--- src/rtl/switch_gate_debounce.sv ---
// Switch debouncer with a selectable gate on the debounced levels.
// Each raw switch is synchronised, then debounced by a per-channel
// counter. The debounced vector drives a gate (AND / OR / XOR) or a
// toggle bit that flips on every release of the all-pressed state.
module switch_gate_debounce #(
  parameter int NUM_SW         = 2,
  parameter int DEBOUNCE_LIMIT = 250000
) (
  input  logic              i_Clk,
  input  logic              i_Rst,
  input  logic [NUM_SW-1:0] i_Sw,
  input  logic [1:0]        i_Mode,
  output logic [NUM_SW-1:0] o_Sw_Db,
  output logic              o_Led,
  output logic              o_Change
);

  localparam int CNT_W = $clog2(DEBOUNCE_LIMIT + 1);
  // Counter value on the last differing cycle before a change is accepted.
  localparam logic [CNT_W-1:0] CNT_LAST = CNT_W'(DEBOUNCE_LIMIT - 1);

  typedef enum logic [1:0] {
    MODE_AND    = 2'b00,
    MODE_OR     = 2'b01,
    MODE_XOR    = 2'b10,
    MODE_TOGGLE = 2'b11
  } mode_t;

  logic [NUM_SW-1:0] sync1_r;
  logic [NUM_SW-1:0] sync2_r;
  logic [CNT_W-1:0]  cnt_r [NUM_SW];
  // Accepted level; o_Sw_Db is its registered copy, one cycle later.
  logic [NUM_SW-1:0] stable_r;
  logic              and_prev_r;
  logic              toggle_r;

  mode_t mode_s;
  logic  gate_and_s;
  logic  gate_or_s;
  logic  gate_xor_s;
  logic  toggle_fall_s;
  logic  led_next_s;

  // Select the gate result that o_Led should present for a given mode.
  function automatic logic select_led(
    input mode_t m,
    input logic  g_and,
    input logic  g_or,
    input logic  g_xor,
    input logic  tgl
  );
    logic r;
    case (m)
      MODE_AND:    r = g_and;
      MODE_OR:     r = g_or;
      MODE_XOR:    r = g_xor;
      MODE_TOGGLE: r = tgl;
      default:     r = 1'b0;
    endcase
    return r;
  endfunction

  // Two-flop synchroniser for the asynchronous switch inputs.
  always_ff @(posedge i_Clk or posedge i_Rst) begin
    if (i_Rst) begin
      sync1_r <= '0;
      sync2_r <= '0;
    end else begin
      sync1_r <= i_Sw;
      sync2_r <= sync1_r;
    end
  end

  // Per-channel debounce counters; channels never interact.
  always_ff @(posedge i_Clk or posedge i_Rst) begin
    if (i_Rst) begin
      for (int i = 0; i < NUM_SW; i++) begin
        cnt_r[i] <= '0;
      end
      stable_r <= '0;
    end else begin
      for (int i = 0; i < NUM_SW; i++) begin
        if (sync2_r[i] == stable_r[i]) begin
          // Back at the stable level: any partial count was a glitch.
          cnt_r[i] <= '0;
        end else if (cnt_r[i] == CNT_LAST) begin
          // This differing cycle completes the run: accept and restart.
          stable_r[i] <= sync2_r[i];
          cnt_r[i]    <= '0;
        end else begin
          cnt_r[i] <= cnt_r[i] + CNT_W'(1);
        end
      end
    end
  end

  // Registered debounced outputs and the single-cycle change pulse.
  always_ff @(posedge i_Clk or posedge i_Rst) begin
    if (i_Rst) begin
      o_Sw_Db  <= '0;
      o_Change <= 1'b0;
    end else begin
      o_Sw_Db  <= stable_r;
      o_Change <= |(stable_r ^ o_Sw_Db);
    end
  end

  // Gate functions over the current debounced vector.
  always_comb begin
    mode_s        = mode_t'(i_Mode);
    gate_and_s    = &o_Sw_Db;
    gate_or_s     = |o_Sw_Db;
    gate_xor_s    = ^o_Sw_Db;
    toggle_fall_s = 1'b0;
    if ((mode_s == MODE_TOGGLE) && and_prev_r && !gate_and_s) begin
      toggle_fall_s = 1'b1;
    end else begin
      toggle_fall_s = 1'b0;
    end
    led_next_s = select_led(mode_s, gate_and_s, gate_or_s, gate_xor_s, toggle_r);
  end

  // Toggle bit and registered LED. and_prev_r tracks AND in every mode so
  // entering TOGGLE never sees a stale history and cannot toggle spuriously.
  always_ff @(posedge i_Clk or posedge i_Rst) begin
    if (i_Rst) begin
      and_prev_r <= 1'b0;
      toggle_r   <= 1'b0;
      o_Led      <= 1'b0;
    end else begin
      and_prev_r <= gate_and_s;
      if (toggle_fall_s) begin
        toggle_r <= ~toggle_r;
      end else begin
        toggle_r <= toggle_r;
      end
      o_Led <= led_next_s;
    end
  end

endmodule

--- config.mk ---
export PLATFORM = sky130hd
export DESIGN_NAME = switch_gate_debounce
export DESIGN_NICKNAME = d
export VERILOG_FILES = /design/src/rtl/switch_gate_debounce.sv
export SDC_FILE = /design/constraint.sdc
export NUM_CORES = 1
export LEC_CHECK = 0
export CAP_MARGIN = 20
export CELL_PAD_IN_SITES_DETAIL_PLACEMENT = 2
export CELL_PAD_IN_SITES_GLOBAL_PLACEMENT = 2
export CORE_MARGIN = 10
export CORE_UTILIZATION = 35
export DETAILED_ROUTE_END_ITERATION = 7
export PLACE_DENSITY = 0.74
export RECOVER_POWER = 25
export SYNTH_ARGS = -nofsm -noshare
export SYNTH_HDL_FRONTEND = slang
export SYNTH_SLANG_ARGS = --single-unit
export TNS_END_PERCENT = 50
--- constraint.sdc ---
create_clock -name i_Clk -period 3.5 [get_ports i_Clk]
set_input_delay 0.875 -clock i_Clk [delete_from_list [all_inputs] [get_ports i_Clk]]
set_output_delay 0.875 -clock i_Clk [all_outputs]
set_load 0.01 [all_outputs]
# --- Word-level counts from Yosys, hierarchy flattened ---
# Index checks and enable logic that the tools add are counted.
word_totals:
  elab_cells: 40
  regBits: 48
classes:
  muxes: 6
  n_reduce_logical: 10
  n_bitwise: 4
  n_addsub: 2
  n_eq_ne: 7
op_table:
  columns: ["operator", "n"]
  rows:
  - ["$mux 18", 4]
  - ["$add 18x1->18 const B", 2]
  - ["$eq 18x18->1 const B", 2]
  - ["$reduce_and 2->1", 3]
  - ["$eq 2x2->1 const B", 2]
  - ["$pmux 1 s4", 1]
  - ["$reduce_or 2->1", 2]
  - ["$not 1->1", 3]
  - ["$eq 1x1->1", 2]
  - ["$eq 2x1->1 const B", 1]
  - ["$logic_and 1x1->1", 2]
  - ["$logic_not 2->1", 1]
  - ["$reduce_xor 2->1", 1]
  - ["$xor 2x2->2", 1]
  - ["$logic_not 1->1", 1]
  - ["$mux 1", 1]

# --- Logic depth before layout (Yosys ltp) ---
logic_depth:
  depth_word: 4
  ltp_mapped: 5

# --- Least setup slack after synthesis ---
# No wires, ideal clock.
synth_timing:
  path_type: "flip-flop to flip-flop"
  from: "register cnt_r[31] (netlist name)"
  to: "register stable_r[0]"
  slack_ps: 1508
  setup_time_ps: 125
  t_arrival_ps: 1867
  stages_incl_launch_ff: 5
  t_required_ps: 3375
  cell_sequence: "dfrtp_1 -> or4b_1 -> or4_4 -> nor2_1 -> mux2_2"
synth_via:
  elab_chain_len: 2
synth_lines:
  columns: ["item", "line_no", "source"]
  rows:
  - ["start, declared", "31", "logic [CNT_W-1:0] cnt_r [NUM_SW];"]
  - ["start signal, assigned by index", "91", "cnt_r[i] <= cnt_r[i] + CNT_W'(1);"]
  - ["$eq 18x18->1", "86", "end else if (cnt_r[i] == CNT_LAST) begin"]
  - ["$reduce_and 2->1 (no line)", null, null]
  - ["end signal, assigned by index", "88", "stable_r[i] <= sync2_r[i];"]
  - ["end, declared", "33", "logic [NUM_SW-1:0] stable_r;"]
# Every way passes these cells.
# A chain may end at the register's enable or synchronous reset.

==> results.rst <==
.. list-table::
   :header-rows: 1

   * - Metric
     - Value
   * - Total number of yosys warnings
     - 0
   * - DIE AREA
     - 10000 um2
   * - Hold Slack
     - 0.359 ns
   * - CTS tree
     - done
   * - Initial cell density of the core
     - 35.7%
   * - Cell Area, Synth
     - 2240 um2
   * - Cell row count
     - 29
   * - Fraction of met1 tracks used by global routing
     - 13.2%
   * - Antenna diodes
     - 0
   * - Post-route fraction of the period consumed by the critical path
     - 65.7%
   * - Pleak
     - 1.00 nW
   * - Sort of element at the start of the critical path
     - input pin
   * - Class of the worst hold path
     - reg -> reg
   * - Total nets after synthesis
     - 222
   * - Proportion of layout cells with a drive suffix above 1
     - 7.89%
   * - Synth Instances
     - 212
   * - Global placer's final weighted congestion
     - 0.755
   * - Mean area per synthesized cell
     - 10.6 um2
   * - I/O pin count
     - 10
   * - Count of nets after finishing
     - 237
   * - Global-route met2 utilization
     - 16.8%
   * - Power spent charging and discharging nets
     - 0.231 mW
   * - Total power per unit cell area
     - 404 nW/um2
   * - Highest-utilization routing layer at the global route stage
     - met2
   * - Seq pwr share
     - 55.8%
   * - Top cells by area in the synthesized netlist
     - sky130_fd_sc_hd__dfrtp_1 54%, sky130_fd_sc_hd__xnor2_1 11%, sky130_fd_sc_hd__nor2_1 7.0%, sky130_fd_sc_hd__nand3_1 2.7%, sky130_fd_sc_hd__or4_1 2.7%
   * - Crit path max-delay cell type
     - sky130_fd_sc_hd__clkbuf_2
   * - Antenna viol nets, final
     - 0
   * - Kind of cell adding the most delay to the critical path
     - buffers and inverters
   * - Run status
     - finished clean
   * - Net Sw Frac
     - 22.6%
   * - Ys flop type
     - sky130_fd_sc_hd__dfrtp_1
   * - Dominant cell type by area after synthesis
     - sky130_fd_sc_hd__dfrtp_1
   * - Data required time of the critical path
     - 3.82 ns
   * - Vias in the first global route
     - 1788
   * - CTS hold repair buffers
     - 0
   * - Worst Setup End Kind
     - async pin
   * - Root buffer cell
     - sky130_fd_sc_hd__clkbuf_8
   * - Area of the placeable core
     - 6280 um2
   * - Path type of the worst setup path
     - in -> async
   * - Via Count
     - 1577
   * - Max-capacitance violation count
     - 0
   * - Maximum number of pins on one net before global-route repair
     - 37
   * - Setup violations, final
     - 0
   * - Max Transition Viols Final
     - 0
   * - Maximum clock frequency
     - 435 MHz
   * - Relative slew slack
     - 40.3%
   * - GR Overflow Total
     - 0
   * - Global-route total usage across every layer
     - 10.4%
   * - Buffers added on ports
     - 9
   * - Die Width
     - 100 um
   * - Initial antenna violation count
     - 0
   * - Power share of the clock group
     - 40.6%
   * - Area taken by multi-input logic gates
     - 975 um2
   * - Async SR Flop Fraction
     - 100%
   * - Average via count per standard cell
     - 5.17
   * - Cts repair resizes
     - 0
   * - Slowest cell delay on critical path
     - 0.79 ns
   * - Number of distinct library cell variants in the gate-level netlist after synthesis
     - 24
   * - Area share of the leading cell type in the synthesized netlist
     - 53.5%
   * - Number of enable flip-flop cells after synthesis
     - 0
   * - Maximum clock skew at final layout
     - 0.00835 ns
   * - Sequential cell area
     - 1200 um2
   * - Number of CTS-inserted buffers
     - 5
   * - Layout-stage area growth over the synthesis result
     - 12.7%
   * - M3 GR Usage
     - 2.61%
   * - Data arrival time of the critical path
     - 2.62 ns
   * - Post-Route WL
     - 4760 um
   * - Number of fill cells in the layout
     - 687
   * - Internal power
     - 0.789 mW
   * - Worst VDD drop
     - 0.000181 V
   * - Crit-path cells
     - dlygate4sd3_1 -> inv_1 -> clkbuf_2
   * - Worst-path clk slew
     - 0.10 ns
   * - First DRT Iteration DRCs
     - 25
   * - Post-detailed-route wirelength per cell
     - 15.6 um
   * - H-Tree Level Count
     - 2
   * - Gate power share
     - 3.6%
   * - Unrepaired setup endpoints after global routing
     - no
   * - Minimum clock period after layout
     - 2.30 ns
   * - Flops & latches, synth
     - 48
   * - Detailed-route DRC error count
     - 0
   * - Total Power
     - 1.02 mW
   * - HPWL after detailed placement
     - 3480 um
   * - Sum Neg Setup Slack
     - 0 ns
   * - Total number of clock tree sinks
     - 48
   * - Count of buffering cells on the critical path with inverters included
     - 3
   * - Max Root-Sink Buffers
     - 2
   * - Detailed-router iteration count before antenna repair
     - 4
   * - Sequential-to-total area share from yosys stat
     - 53.5%
   * - Transition time at the pin with the least slew margin
     - 0.895 ns
   * - Post-CTS setup buffers
     - 0
   * - Number of endpoints with negative hold slack in the final report
     - 0
   * - Utilization after layout
     - 40.3%
   * - Die Span Y
     - 100 um
   * - Worst-Skew Late Latency
     - 0.31 ns
   * - Global-route wire length before repair
     - 8540 um
   * - Largest fanout on the critical path
     - 36
[power by group through the flow]
stage	combinational (mW)	sequential, mW	clock (mW)
6_report	0.0367	0.569	0.415
5_1_grt	0.0438	0.571	0.455
4_1_cts	0.0407	0.569	0.438
3_5_place_dp	0.0404	0.580	0
3_3_place_gp	0.0390	0.580	0
2_1_floorplan	0.0267	0.578	0
[cells in the mapped netlist, types with 4 or more instances]
cell / n
sky130_fd_sc_hd__a21oi_1: 4
sky130_fd_sc_hd__xnor2_1: 27
sky130_fd_sc_hd__ha_1: 4
sky130_fd_sc_hd__nand3_1: 12
sky130_fd_sc_hd__dfrtp_1: 48
sky130_fd_sc_hd__xor2_1: 6
sky130_fd_sc_hd__nor3_1: 4
sky130_fd_sc_hd__o31ai_1: 4
sky130_fd_sc_hd__nand2_1: 9
sky130_fd_sc_hd__nor4_1: 6
sky130_fd_sc_hd__or4_1: 8
sky130_fd_sc_hd__nor2_1: 42
sky130_fd_sc_hd__inv_1: 12
sky130_fd_sc_hd__nand4_1: 8
[cell families after synthesis]
group / after synthesis / synth area share (%)
AO/OA/AOI/OAI: 10 / 3.68
multiplexers: 3 / 2.01
XOR/XNOR: 33 / 12.9
adder cells (fa/ha/maj): 4 / 2.23
buffers and inverters: 14 / 3.01
AND/OR/NAND/NOR: 100 / 22.6
flip-flops: 48 / 53.5
[per-stage QoR]
| stage | instances | setup slack, ns | instance area [um2] |
|---|---|---|---|
| 2_1_floorplan | 212 | 1.48 | 2240 |
| 3_3_place_gp | 297 | 1.31 | 2410 |
| 3_5_place_dp | 297 | 1.28 | 2410 |
| 4_1_cts | 305 | 1.24 | 2530 |
| 5_1_grt | 305 | 0.913 | 2530 |
| 6_report | 305 | 1.20 | 2530 |
[routing by layer]
metal	routed length (um)	up-vias
li1	-	749
met1	2270	801
met2	2260	20
met3	172	7
met4	60	0
met5	0	-
[path summary, 6_finish.rpt]
| kind | startpoint | to | slack, ns | depth (start not counted) |
|---|---|---|---|---|
| min in group asynchronous | i_Rst | cnt_r[14] | 1.04 | 2 |
| max in group i_Clk | cnt_r[13] | cnt_r[13] | 1.30 | 4 |
| worst max register to register | cnt_r[13] | cnt_r[13] | 1.30 | 4 |
| worst min register to register | sync1_r[0] | sync2_r[0] | 0.36 | 0 |
| worst max-delay path | i_Rst | cnt_r[18] | 1.20 | 3 |
| worst min-delay path | sync1_r[0] | sync2_r[0] | 0.36 | 0 |
[placed cells by master (no fill, tap or decap), types with 2 or more instances in the layout]
cell,synthesis,layout
sky130_fd_sc_hd__a21oi_1,4,4
sky130_fd_sc_hd__clkbuf_8,0,5
sky130_fd_sc_hd__clkdlybuf4s50_1,0,5
sky130_fd_sc_hd__dfrtp_1,48,48
sky130_fd_sc_hd__dlygate4sd3_1,0,4
sky130_fd_sc_hd__ha_1,4,4
sky130_fd_sc_hd__inv_1,12,12
sky130_fd_sc_hd__mux2_2,2,2
sky130_fd_sc_hd__nand2_1,9,9
sky130_fd_sc_hd__nand2b_1,2,2
sky130_fd_sc_hd__nand3_1,12,12
sky130_fd_sc_hd__nand4_1,8,8
sky130_fd_sc_hd__nor2_1,42,42
sky130_fd_sc_hd__nor3_1,4,4
sky130_fd_sc_hd__nor4_1,6,6
sky130_fd_sc_hd__o21ai_4,2,2
sky130_fd_sc_hd__o31ai_1,4,4
sky130_fd_sc_hd__or2_2,2,2
sky130_fd_sc_hd__or3_1,2,2
sky130_fd_sc_hd__or4_1,8,8
sky130_fd_sc_hd__or4_4,2,2
sky130_fd_sc_hd__or4b_1,2,2
sky130_fd_sc_hd__xnor2_1,27,27
sky130_fd_sc_hd__xor2_1,6,6
[area by class of cell]
type                       instances  area share (%)
tap                               77            3.81
clock buffer                       5            2.72
timing repair buffer              10            3.76
inverter                          12            1.78
sequential                        48            47.5
multi-input combinational        150            38.6
clock inverter                     3            1.83
[flip-flops by register name, summed over array words and instances (netlist names)]
| signal | flops |
|---|---|
| cnt_r | 36 |
| o_Sw_Db | 2 |
| stable_r | 2 |
| sync1_r | 2 |
| sync2_r | 2 |
| and_prev_r | 1 |
| o_Change | 1 |
| o_Led | 1 |
| toggle_r | 1 |
Note: power is estimated with default switching activity, not from simulation.
